File: src/rtl/axi_arb_pkg.sv
// Shared types for the AXI read arbiter: FSM states, requester ids and
// the reset value of the round-robin history.
package axi_arb_pkg;

    typedef enum logic [1:0] {
        IDLE = 2'd0,
        ADDR = 2'd1,
        DATA = 2'd2
    } arb_state_e;

    typedef enum logic {
        REQ_IC = 1'b0,
        REQ_DC = 1'b1
    } req_id_e;

    // Data cache counts as the last winner so the icache takes the first tie.
    localparam req_id_e LAST_GRANT_RST = REQ_DC;

endpackage

File: src/rtl/axi_read_arbiter_rr_pick2.sv
// Combinational two-way round-robin picker; bit 0 is the icache, bit 1 the
// data cache. The output grant is one-hot, or zero when nobody requests.
module rr_pick2 (
    input  logic [1:0] i_req,
    input  logic       i_last,
    output logic [1:0] o_grant
);

    always_comb begin
        o_grant = 2'b00;
        case (i_req)
            2'b01:   o_grant = 2'b01;
            2'b10:   o_grant = 2'b10;
            // On a tie the requester that did not win last time goes first.
            2'b11:   o_grant = i_last ? 2'b01 : 2'b10;
            default: o_grant = 2'b00;
        endcase
    end

endmodule

File: src/rtl/axi_read_arbiter.sv
// Shares one AXI read address/data channel pair between the icache and the
// dcache, one burst at a time, and flags bursts whose length disagrees with rlast.
module axi_read_arbiter
    import axi_arb_pkg::*;
#(
    parameter int ADDR_WIDTH = 64,
    parameter int DATA_WIDTH = 64
) (
    input  logic                  clk,
    input  logic                  reset,

    input  logic                  ic_arvalid,
    input  logic [ADDR_WIDTH-1:0] ic_araddr,
    input  logic [7:0]            ic_arlen,
    input  logic [2:0]            ic_arsize,
    input  logic [1:0]            ic_arburst,
    output logic                  ic_arready,
    output logic                  ic_rvalid,
    output logic                  ic_rlast,
    output logic [DATA_WIDTH-1:0] ic_rdata,
    input  logic                  ic_rready,

    input  logic                  dc_arvalid,
    input  logic [ADDR_WIDTH-1:0] dc_araddr,
    input  logic [7:0]            dc_arlen,
    input  logic [2:0]            dc_arsize,
    input  logic [1:0]            dc_arburst,
    output logic                  dc_arready,
    output logic                  dc_rvalid,
    output logic                  dc_rlast,
    output logic [DATA_WIDTH-1:0] dc_rdata,
    input  logic                  dc_rready,

    output logic                  m_axi_arvalid,
    output logic [ADDR_WIDTH-1:0] m_axi_araddr,
    output logic [7:0]            m_axi_arlen,
    output logic [2:0]            m_axi_arsize,
    output logic [1:0]            m_axi_arburst,
    input  logic                  m_axi_arready,
    input  logic                  m_axi_rvalid,
    input  logic                  m_axi_rlast,
    input  logic [DATA_WIDTH-1:0] m_axi_rdata,
    output logic                  m_axi_rready,

    output logic                  instruction_cache_reading,
    output logic                  data_cache_reading,
    output logic                  burst_error,

    output logic [1:0]            dbg_state,
    output logic [7:0]            dbg_beats_left
);

    arb_state_e r_state;
    req_id_e    r_owner;
    req_id_e    r_last_grant;
    logic [7:0] r_beats_left;
    logic       r_burst_error;
    logic       r_ic_reading;
    logic       r_dc_reading;

    logic [1:0] w_grant;
    logic       w_in_addr;
    logic       w_in_data;
    logic       w_own_ic;
    logic       w_ar_hs;
    logic       w_r_hs;

    rr_pick2 u_pick (
        .i_req   ({dc_arvalid, ic_arvalid}),
        .i_last  (r_last_grant == REQ_DC),
        .o_grant (w_grant)
    );

    assign w_in_addr = (r_state == ADDR);
    assign w_in_data = (r_state == DATA);
    assign w_own_ic  = (r_owner == REQ_IC);

    // A transfer happens on a rising edge where valid and ready are both high;
    // the owner's valid/ready pass straight through, the non-owner sees neither.
    assign w_ar_hs = m_axi_arvalid & m_axi_arready;
    assign w_r_hs  = w_in_data & m_axi_rvalid & m_axi_rready;

    always_comb begin
        m_axi_arvalid = 1'b0;
        m_axi_araddr  = '0;
        m_axi_arlen   = '0;
        m_axi_arsize  = '0;
        m_axi_arburst = '0;
        if (w_in_addr) begin
            if (w_own_ic) begin
                m_axi_arvalid = ic_arvalid;
                m_axi_araddr  = ic_araddr;
                m_axi_arlen   = ic_arlen;
                m_axi_arsize  = ic_arsize;
                m_axi_arburst = ic_arburst;
            end else begin
                m_axi_arvalid = dc_arvalid;
                m_axi_araddr  = dc_araddr;
                m_axi_arlen   = dc_arlen;
                m_axi_arsize  = dc_arsize;
                m_axi_arburst = dc_arburst;
            end
        end
    end

    assign ic_arready   = w_in_addr &  w_own_ic & m_axi_arready;
    assign dc_arready   = w_in_addr & ~w_own_ic & m_axi_arready;
    assign m_axi_rready = w_in_data & (w_own_ic ? ic_rready : dc_rready);

    assign ic_rvalid = w_in_data &  w_own_ic & m_axi_rvalid;
    assign dc_rvalid = w_in_data & ~w_own_ic & m_axi_rvalid;
    assign ic_rlast  = w_in_data &  w_own_ic & m_axi_rlast;
    assign dc_rlast  = w_in_data & ~w_own_ic & m_axi_rlast;
    assign ic_rdata  = m_axi_rdata;
    assign dc_rdata  = m_axi_rdata;

    always_ff @(posedge clk or posedge reset) begin
        if (reset) begin
            r_state       <= IDLE;
            r_owner       <= REQ_IC;
            r_last_grant  <= LAST_GRANT_RST;
            r_beats_left  <= 8'd0;
            r_burst_error <= 1'b0;
            r_ic_reading  <= 1'b0;
            r_dc_reading  <= 1'b0;
        end else begin
            case (r_state)
                IDLE: begin
                    if (|w_grant) begin
                        r_owner      <= w_grant[1] ? REQ_DC : REQ_IC;
                        r_ic_reading <= w_grant[0];
                        r_dc_reading <= w_grant[1];
                        r_state      <= ADDR;
                    end
                end
                ADDR: begin
                    if (w_ar_hs) begin
                        r_beats_left <= m_axi_arlen;
                        r_last_grant <= r_owner;
                        r_state      <= DATA;
                    end
                end
                DATA: begin
                    if (w_r_hs) begin
                        if (m_axi_rlast) begin
                            if (r_beats_left != 8'd0) begin
                                r_burst_error <= 1'b1;
                            end
                            r_beats_left <= 8'd0;
                            r_ic_reading <= 1'b0;
                            r_dc_reading <= 1'b0;
                            r_state      <= IDLE;
                        end else if (r_beats_left == 8'd0) begin
                            // Overrun: keep waiting for rlast, count stays at zero.
                            r_burst_error <= 1'b1;
                        end else begin
                            r_beats_left <= r_beats_left - 8'd1;
                        end
                    end
                end
                default: r_state <= IDLE;
            endcase
        end
    end

    assign instruction_cache_reading = r_ic_reading;
    assign data_cache_reading        = r_dc_reading;
    assign burst_error               = r_burst_error;
    assign dbg_state                 = r_state;
    assign dbg_beats_left            = r_beats_left;

endmodule

File: config.mk
export PLATFORM = sky130hd
export DESIGN_NAME = axi_read_arbiter
export DESIGN_NICKNAME = d
export VERILOG_FILES = /design/src/rtl/axi_arb_pkg.sv /design/src/rtl/axi_read_arbiter_rr_pick2.sv /design/src/rtl/axi_read_arbiter.sv
export SDC_FILE = /design/constraint.sdc
export NUM_CORES = 1
export LEC_CHECK = 0
export BUFFER_PORTS_ARGS = -buffer_cell sky130_fd_sc_hd__buf_2
export CAP_MARGIN = 5
export CORE_AREA = 2 2 177 179
export CTS_CLUSTER_SIZE = 10
export DETAILED_ROUTE_END_ITERATION = 16
export DIE_AREA = 0 0 179 181
export GPL_TIMING_DRIVEN = 0
export SYNTH_ARGS = -nofsm -noshare
export SYNTH_HDL_FRONTEND = slang
export SYNTH_SLANG_ARGS = --single-unit
File: constraint.sdc
create_clock -name clk -period 3.35 [get_ports clk]
set_clock_uncertainty 0.1 [all_clocks]
set_input_delay 0.5025 -clock clk [delete_from_list [all_inputs] [get_ports clk]]
set_output_delay 0.5025 -clock clk [all_outputs]
set_load 0.01 [all_outputs]
==> results of run 1 <==
per-layer routing:
layer	vias to the layer above	GRT usage, %	share of wire (%)
met5	-	0	0
met4	0	1.27	0.98
li1	2052	-	-
met3	6	1.33	8.3
met2	221	19.2	51
met1	1925	11.9	40
sequential cells by signal, summed over array words and instances (netlist names):
| signal | flops |
|---|---|
| dbg_beats_left | 8 |
| dbg_state | 2 |
| burst_error | 1 |
| data_cache_reading | 1 |
| instruction_cache_reading | 1 |
| r_last_grant | 1 |
| r_owner | 1 |
cells in the mapped netlist:
master and count:
inv_1 9, a2bb2oi_2 1, mux2_2 3, dfstp_2 1, nand3_1 3, nand2_1 5
mux2_4 1, a22o_1 1, a2bb2oi_1 1, xnor2_1 1, a21oi_2 1, ha_1 6
mux2i_1 80, nor2_1 88, a211o_4 1, a22oi_1 2, inv_2 1, a31oi_1 3
or4_1 1, and3_1 3, nor2b_1 1, a21oi_1 6, nand2b_1 3, o2bb2ai_1 1
nor3b_1 1, nor4_1 1, o21ai_0 7, buf_1 2, a41o_1 1, nor3_1 7
buf_4 129, o32ai_1 1, a32oi_1 1, o22ai_1 1, o31ai_1 5, dfrtp_1 14
o22a_1 2, clkbuf_1 8, buf_2 9, o21a_1 1, o211ai_1 1
layout make-up:
cell class / instances / area (µm²) / area share, %
Tap cell: 396 / 495 / 8.75
Multi-Input combinational cell: 241 / 1670 / 29.4
Sequential cell: 15 / 377 / 6.65
Antenna cell: 6 / 15.0 / 0.265
Timing Repair Buffer: 388 / 1940 / 34.3
Buffer: 148 / 1050 / 18.6
Inverter: 10 / 37.5 / 0.663
Clock buffer: 4 / 78.8 / 1.39
power by group through the flow:
stage | clock network, mW | registers, mW | logic [mW]
after floorplan | 0 | 0.331 | 1.66
after global placement | 0 | 0.317 | 2.74
after detailed placement | 0 | 0.319 | 2.77
after CTS | 0.240 | 0.317 | 2.77
after global routing | 0.248 | 0.326 | 2.98
final | 0.235 | 0.317 | 2.73
through the flow:
stage / hold slack, ns / util (%)
2_1_floorplan: 0.303 / -
3_3_place_gp: 0.371 / 18.4
3_5_place_dp: 0.362 / 18.4
4_1_cts: 0.263 / 18.6
5_1_grt: 0.314 / 18.6
6_report: 0.240 / 18.7
worst paths after layout:
path	end	slack [ns]	cells past startpoint
hold reg to reg	burst_error$_DFFE_PP0P_	0.38	1
hold / removal	dbg_state[0]$_DFFE_PP0P_	0.24	2
min in group clk	burst_error$_DFFE_PP0P_	0.38	1
setup / recovery	m_axi_araddr[51]	0.19	7
max in group asynchronous	dbg_beats_left[0]$_DFFE_PP0P_	2.49	2
setup reg to reg	dbg_beats_left[1]$_DFFE_PP0P_	1.10	6
worst max-delay path: stages, from the launching register on:
cell      delay, ns
dfrtp_1        0.38
inv_1          0.11
ha_1           0.29
inv_2          0.31
buf_1          0.45
clkbuf_1       0.50
nor2_1         0.11
buf_2          0.16
logic make-up after synthesis:
logic type                 Yosys count  synth area share [%]
buffers and inverters              158                  34.7
and+or+nand+nor                    113                  14.8
muxes                               84                  27.1
AOI/OAI and AO/OA                   37                  8.63
DFF                                 15                  12.0
adders and majority gates            6                  2.40
xor gates and xnor gates             1                 0.280
==> reports/qor.yml, run 1 <==
cts:
  clock-sinks: 15
  clockBufferDepth: 2
  htree_levels: 1
  ctsRootBufferMaster: "clkbuf_16"
  numCtsBuffers: 3
  cts_hold_buf: 0
  ctsResizeCount: 0
  clk_latency_ns: 0.24
  path_clk_slew_ns: 0.05
  cts_tree: "yes"
  cts_setup_buffers: 0
detailed_routing:
  wl_per_cell_um: 15.2
  drtIter0Drc: 123
  num_vias: 4204
  routed_wl_mm: 18.4
  route.detailed.drc: 0
  ant_nets: 0
  first_pass_iters: 4
  viasPerCell: 3.48
worst_setup_path:
  critPathLaunchType: "flip-flop"
  worstSetupEndpointType: "primary output"
  critPathMaxFanout: 10
  critical_path_class: "reg -> out"
  regToRegStartpoint: "dbg_state[1]$_DFFE_PP0P_"
  crit_path_start: "dbg_state[1]$_DFFE_PP0P_"
  worstPathArrival_ns: 2.55
  crit_required_ns: 2.75
power_and_ir_drop:
  comb_power_share_pct: 83.2
  power_density_nw_per_um2: 579
  p_leak_nw: 3.47
  p_switching_mw: 1.74
  power.sequential.fraction_pct: 9.7
  p_int_mw: 1.54
  clkPwrFrac_pct: 7.2
  ir_drop_mv: 0.306
  switching_share_pct: 53.0
  p_total_mw: 3.28
synthesis:
  yosys_register_bits: 15
  synthCells: 414
  synth_area_per_cell_um2: 7.57
  synth_top_area_cell: "buf_4"
  syn_nets: 647
  synth_cell_type_count: 41
  yosys_warnings: 0
  synth_area_leaders: "buf_4 (31%), mux2i_1 (26%), dfrtp_1 (11%)"
  yosysSeqAreaShare_pct: 12.0
  synth_top_area_share_pct: 30.9
  syn_area_um2: 3130
global_route:
  antenna_found_initial: 4
  grt_usage_pct: 10.0
  grt_max_degree: 16
  first_global_vias: 4021
  grt-ovfl-total: 0
  grt_first_pass_wirelength_mm: 24.0
place:
  placed_area_um2: 5570
  portBuffers: 388
  pre_cts_ws_ns: 0.303
  hpwl_mm: 16.5
  gp_congestion: 0.822
  dp.cells: 1198
job:
  max-cap-violations: 0
sta:
  maxSlewHeadroom_pct: 53.3
  rsz0062_at_grt: "false"
  setup_viol: 0
  layout_worst_path_cycle_share_pct: 94.2
  fin_ws_ns: 0.194
  setup_tns_ns: 0
  hold_viol: 0
  tightest_slew_ns: 0.681
  fin_crit_ns: 3.16
  fmax_mhz: 317
  drv_slew: 0
layout:
  nFillCells: 3470
  fin_nets: 1040
  syn_to_final_growth_pct: 80.8
  layout-drive-gt1-share_pct: 66.9
  fin_cells: 1208
  fin_area_um2: 5670
  final_cell_mix: "buf_2 (397), buf_4 (129), nor2_1 (88)"
  final_common_cell: "buf_2"
floorplan:
  core_um2: 30300
  dieArea_um2: 32400
  chipHeight_um: 181
  die_w_um: 179
  num_rows: 64
  ioPinCount: 453
  start_util_pct: 10.3
run_status:
  outcome: "complete, no violations"
hold_path:
  hp-class: "in -> async"
Note: power is estimated with default switching activity, not from simulation.
==> run 2, diff against run 1 <==
--- a/config.mk
+++ b/config.mk
@@ -6,11 +6,11 @@
 export NUM_CORES = 1
 export LEC_CHECK = 0
 export BUFFER_PORTS_ARGS = -buffer_cell sky130_fd_sc_hd__buf_2
-export CAP_MARGIN = 5
-export CORE_AREA = 2 2 177 179
+export CAP_MARGIN = 20
+export CORE_AREA = 2 2 178 180
 export CTS_CLUSTER_SIZE = 10
 export DETAILED_ROUTE_END_ITERATION = 16
-export DIE_AREA = 0 0 179 181
+export DIE_AREA = 0 0 180 182
 export GPL_TIMING_DRIVEN = 0
 export SYNTH_ARGS = -nofsm -noshare
 export SYNTH_HDL_FRONTEND = slang
==> run 2 against run 1 <==
  * Clock-buffer cell count stayed put
  * Combinational power is essentially flat
  * Register-to-register slack worse by 0.17 ns
  * Sequential power barely moved
  * Core utilization is 0.42 points lower
  * Hold slack worse by 0.011 ns
  * Wire length fell by 0.80%
  * Die area up 1.1%
  * Worst setup slack improved by 0.28 ns
  * Critical path type unchanged
==> reports/qor.yml, run 2 (same netlist as run 1, synthesis figures left out) <==
global_route:
  first_global_vias: 3988  # -0.82%
  gr-usage-met1_pct: 12.3  # +0.41 points
  grt-ovfl-total: 0  # unchanged
  grt_usage_pct: 9.99  # -0.035 points
  grtUsageMet3_pct: 1.40  # +0.078 points
  antenna_found_initial: 0  # -4
  grt_first_pass_wirelength_mm: 25.1  # +4.3%
  use_met2_pct: 18.3  # -0.89 points
  grt_busiest_layer: "met2"
  grt_max_degree: 16  # unchanged
layout:
  fin_cells: 1207  # -0.083%
  syn_to_final_growth_pct: 80.5
  nFillCells: 3564  # +2.7%
  seq_area_um2: 377  # unchanged
  antenna_cells: 0  # -6
  layout-drive-gt1-share_pct: 67.0  # +0.083 points
  largest_reg_flops: 8  # unchanged
  final_common_cell: "buf_2"
  final_cell_mix: "buf_2 (397), buf_4 (129), nor2_1 (88)"
  fin_nets: 1039  # -0.096%
  multiInputGateArea_um2: 1670  # unchanged
detailed_routing:
  first_pass_iters: 4  # unchanged
  route.detailed.drc: 0  # unchanged
  viasPerCell: 3.47  # -0.30%
  ant_nets: 0  # unchanged
  num_vias: 4188  # -0.38%
  drtIter0Drc: 107  # -13%
  wl_per_cell_um: 15.1  # -0.72%
  routed_wl_mm: 18.2  # -0.80%
worst_setup_path:
  worstPathCellList: "inv_1 -> ha_1 -> inv_2 -> buf_1 -> nor2_1 -> buf_2"
  regToRegStartpoint: "dbg_state[1]$_DFFE_PP0P_"
  critPathLaunchType: "flip-flop"
  r2r_setup_slack_ns: 0.93  # -0.17 ns
  critPathMaxFanout: 19  # +9
  timing.rr.end: "dbg_beats_left[1]$_DFFE_PP0P_"
  worstSetupEndpointType: "primary output"
  crit_required_ns: 2.75  # about the same
  reg2reg_depth: 6  # unchanged
  cpPeakStageDelay_ns: 0.46  # -0.04 ns
  critPathSlowestCell: "inv_2"
  critical_path_class: "reg -> out"
  worstPathArrival_ns: 2.27  # -0.28 ns
place:
  pre_cts_ws_ns: 0.149  # -0.154 ns
  hpwl_mm: 16.2  # -1.9%
  dp.cells: 1204  # +0.50%
  portBuffers: 388  # unchanged
  gp_congestion: 0.815  # -0.91%
run_status:
  outcome: "complete, no violations"
sta:
  layout_worst_path_cycle_share_pct: 85.9  # -8.3 points
  setup_tns_ns: 0  # unchanged
  fin_ws_ns: 0.473  # +0.280 ns
  tightest_slew_ns: 0.702  # +0.0219 ns
  fin_crit_ns: 2.88  # -0.280 ns
  maxSlewHeadroom_pct: 52.7  # -0.59 points
  setup_viol: 0  # unchanged
  hold_viol: 0  # unchanged
  rsz0062_at_grt: "false"
  fmax_mhz: 348  # +9.7%
  drv_slew: 0  # unchanged
power_and_ir_drop:
  p_leak_nw: 3.46  # about the same
  ir_drop_mv: 0.284  # -7.3%
  power_density_nw_per_um2: 580  # +0.14%
cts:
  cts_hold_buf: 0  # unchanged
  clock-sinks: 15  # unchanged
  ctsRootBufferMaster: "clkbuf_16"
  path_clk_slew_ns: 0.05  # about the same
  numCtsBuffers: 3  # unchanged
  cts_tree: "yes"
  clockBufferDepth: 2  # unchanged
  clk_latency_ns: 0.24  # about the same
  htree_levels: 1  # unchanged
hold_path:
  hp-class: "in -> async"
floorplan:
  dieArea_um2: 32800  # +1.1%
  start_util_pct: 10.1  # -0.21 points
  die_w_um: 180  # +0.56%
  core_um2: 31000  # +2.1%
  num_rows: 65  # +1.6%
  ioPinCount: 453  # unchanged
  chipHeight_um: 182  # +0.55%
job:
  max-cap-violations: 0  # unchanged
[run 2: stage by stage]
stage / cell area, µm² / hold slack (ns) / power, mW / utilization, %
after floorplan: 3130 / 0.303 / 1.99 / -
after CTS: 5660 / 0.270 / 3.34 / 18.3
after detailed placement: 5580 / 0.366 / 3.09 / 18.0
after global routing: 5650 / 0.300 / 3.55 / 18.2
after global placement: 5580 / 0.369 / 3.07 / 18.0
final: 5650 / 0.229 / 3.28 / 18.2
[run 2: power breakdown]
part / internal (mW) / leakage (nW) / switching [mW]
clock network: 0.161 / 0.0382 / 0.0772
registers: 0.255 / 0.189 / 0.0650
logic: 1.13 / 3.24 / 1.60
total: 1.54 / 3.46 / 1.74
[run 2: final cells by class]
class | count | area share [%]
repair buffers | 388 | 34.3
multi-input cells | 241 | 29.5
plain buffers | 147 | 18.5
well taps | 402 | 8.90
flip-flops and latches | 15 | 6.66
clock buffers | 4 | 1.39
inverters | 10 | 0.664
[run 2: worst max-delay path: cells and delay by family, from the launching register on]
kind,cells,cell delay [ns]
buffers and inverters,4,1.24
adder cells (fa/ha/maj),1,0.29
flip-flops,1,0.37
AND/OR/NAND/NOR,1,0.11
[run 2: repair_timing]
action	in CTS	in global routing
resized for setup	1	0
buffers inserted	0	0
endpoints found under the setup margin	10	21
[run 2: per-layer routing]
layer / wire (µm) / vias up
li1: - / 2043
met1: 7350 / 1924
met2: 9470 / 207
met3: 1050 / 14
met4: 365 / 0
met5: 0 / -
[run 2: worst max-delay path by stage]
stage / depth (start not counted) / end / start / slack, ns
final: 6 / m_axi_araddr[9] / dbg_state[1]$_DFFE_PP0P_ / 0.47
after global routing: 6 / m_axi_araddr[9] / dbg_state[1]$_DFFE_PP0P_ / 0.23
after CTS: 7 / m_axi_araddr[38] / dbg_state[1]$_DFFE_PP0P_ / 0.02
after detailed placement: 7 / m_axi_arlen[1] / dbg_state[1]$_DFFE_PP0P_ / 0.15
after global placement: 7 / m_axi_arlen[1] / dbg_state[1]$_DFFE_PP0P_ / 0.18
after floorplan: 6 / m_axi_araddr[31] / dbg_state[1]$_DFFE_PP0P_ / 1.18
==> run 3, diff against run 2 <==
--- a/config.mk
+++ b/config.mk
@@ -5,7 +5,7 @@
 export SDC_FILE = /design/constraint.sdc
 export NUM_CORES = 1
 export LEC_CHECK = 0
-export BUFFER_PORTS_ARGS = -buffer_cell sky130_fd_sc_hd__buf_2
+export BUFFER_PORTS_ARGS = -buffer_cell sky130_fd_sc_hd__buf_4
 export CAP_MARGIN = 20
 export CORE_AREA = 2 2 178 180
 export CTS_CLUSTER_SIZE = 10
==> run 3 against run 2 <==
  * Worst setup slack got worse by 0.012 ns
  * Sequential power is 2% higher
  * Register-to-register slack is essentially flat
  * Global-route usage grew 0.27 points
  * Critical path type unchanged
  * Largest cell class unchanged
  * Largest power group unchanged
==> reports/qor.yml, run 3 (same netlist as run 1, synthesis figures left out) <==
global_route:
  antenna_found_initial: 0  # unchanged
  grt_first_pass_wirelength_mm: 26.1  # +3.9%
  grtUsageMet3_pct: 1.46  # +0.060 points
  use_met2_pct: 19.8  # +1.4 points
  grt-ovfl-total: 0  # unchanged
  grt_usage_pct: 10.3  # +0.27 points
  first_global_vias: 4093  # +2.6%
  gr-usage-met1_pct: 12.5  # +0.11 points
  grt_busiest_layer: "met2"
  grt_max_degree: 20  # +4
detailed_routing:
  wl_per_cell_um: 15.4  # +2.2%
  num_vias: 4168  # -0.48%
  ant_nets: 0  # unchanged
  route.detailed.drc: 0  # unchanged
  drtIter0Drc: 102  # -4.7%
  routed_wl_mm: 18.6  # +2.2%
  viasPerCell: 3.45  # -0.48%
  first_pass_iters: 4  # unchanged
sta:
  tightest_slew_ns: 0.696  # -0.00684 ns
  setup_tns_ns: 0  # unchanged
  rsz0062_at_grt: "false"
  setup_viol: 0  # unchanged
  fmax_mhz: 346  # -0.43%
  fin_crit_ns: 2.89  # +0.0124 ns
  hold_viol: 0  # unchanged
  drv_slew: 0  # unchanged
  layout_worst_path_cycle_share_pct: 86.2  # +0.37 points
  maxSlewHeadroom_pct: 53.2  # +0.46 points
cts:
  clock-sinks: 15  # unchanged
  clockBufferDepth: 2  # unchanged
  htree_levels: 1  # unchanged
  cts_hold_buf: 0  # unchanged
  clk_latency_ns: 0.24  # about the same
  cts_setup_buffers: 0  # unchanged
  ctsRootBufferMaster: "clkbuf_16"
  path_clk_slew_ns: 0.05  # about the same
  cts_tree: "yes"
  numCtsBuffers: 3  # unchanged
layout:
  fin_area_um2: 6630  # +17%
  syn_to_final_growth_pct: 111
  final_common_cell: "buf_4"
  largest_reg_flops: 8  # unchanged
  antenna_cells: 0  # unchanged
  layout-drive-gt1-share_pct: 67.0  # unchanged
  fin_cells: 1207  # unchanged
  fin_nets: 1039  # unchanged
  final_cell_mix: "buf_4 (517), nor2_1 (88), mux2i_1 (80)"
job:
  max-cap-violations: 0  # unchanged
floorplan:
  core_um2: 31000  # unchanged
  ioPinCount: 453  # unchanged
  start_util_pct: 10.1  # unchanged
  die_w_um: 180  # unchanged
  num_rows: 65  # unchanged
  dieArea_um2: 32800  # unchanged
  chipHeight_um: 182  # unchanged
worst_setup_path:
  critical_path_class: "reg -> out"
  crit_required_ns: 2.75  # about the same
  critPathLaunchType: "flip-flop"
  worstPathArrival_ns: 2.29  # +0.02 ns
  critPathMaxFanout: 19  # unchanged
  worstSetupEndpointType: "primary output"
place:
  placed_area_um2: 6550  # +17%
  gp_congestion: 0.803  # -1.5%
  hpwl_mm: 16.7  # +2.6%
  portBuffers: 388  # unchanged
  dp.cells: 1204  # unchanged
power_and_ir_drop:
  power_density_nw_per_um2: 542  # -6.6%
  p_leak_nw: 3.73  # +7.7%
  ir_drop_mv: 0.287  # +1.1%
hold_path:
  hp-class: "in -> async"
run_status:
  outcome: "complete, no violations"
run 3: path summary, 6_finish.rpt:
kind                                                            start                               endpoint  cells past startpoint  slack (ns)
worst max-delay path                         dbg_state[1]$_DFFE_PP0P_                       m_axi_araddr[38]                      6        0.46
worst min-delay path                                            reset               dbg_state[1]$_DFFE_PP0P_                      2        0.25
worst max register to register               dbg_state[1]$_DFFE_PP0P_          dbg_beats_left[1]$_DFFE_PP0P_                      6        0.94
worst min register to register  instruction_cache_reading$_DFFE_PP0P_  instruction_cache_reading$_DFFE_PP0P_                      1        0.42
max in group asynchronous                                       reset         data_cache_reading$_DFFE_PP0P_                      2        2.49
min in group clk                                           ic_arvalid                    r_owner$_DFFE_PP0P_                      2        0.40
run 3: what timing repair did:
action | CTS | global route
hold endpoints to repair | 0 | 0
resized for setup | 1 | 0
endpoints found under the setup margin | 11 | 0
run 3: worst max-delay path, stage by stage, from the launching register on:
cell      delay, ns
dfrtp_1        0.39
inv_1          0.12
ha_1           0.29
inv_2          0.44
clkbuf_1       0.47
nor2_1         0.14
buf_4          0.18
run 3: power breakdown:
part	switching [mW]	internal, mW	total (mW)
sequential	0.0711	0.255	0.326
clock	0.0752	0.161	0.237
combinational	1.60	1.43	3.03
total	1.75	1.84	3.59
run 3: area by class of cell:
cell class                 instances  area [µm²]
sequential                        15         377
fill                            3435       24400
clock buffer                       4        78.8
buffer                           147        1050
inverter                          10        37.5
multi-input combinational        241        1670
timing repair buffer             388        2910
tap                              402         503
run 3: metal layers:
layer  wire (µm)  part of all wire [%]
met5           0                     0
met4          74                  0.40
met3        1060                   5.7
met2       10000                    54
met1        7470                    40
run 3: per-stage QoR:
stage | worst slack (ns) | utilization (%) | total power [mW] | hold slack [ns]
after global routing | 0.321 | 21.4 | 3.85 | 0.316
after detailed placement | 0.164 | 21.1 | 3.42 | 0.407
after floorplan | 1.18 | - | 1.99 | 0.303
after CTS | 0.417 | 21.4 | 3.66 | 0.273
after global placement | 0.164 | 21.1 | 3.39 | 0.382
final | 0.461 | 21.4 | 3.59 | 0.249
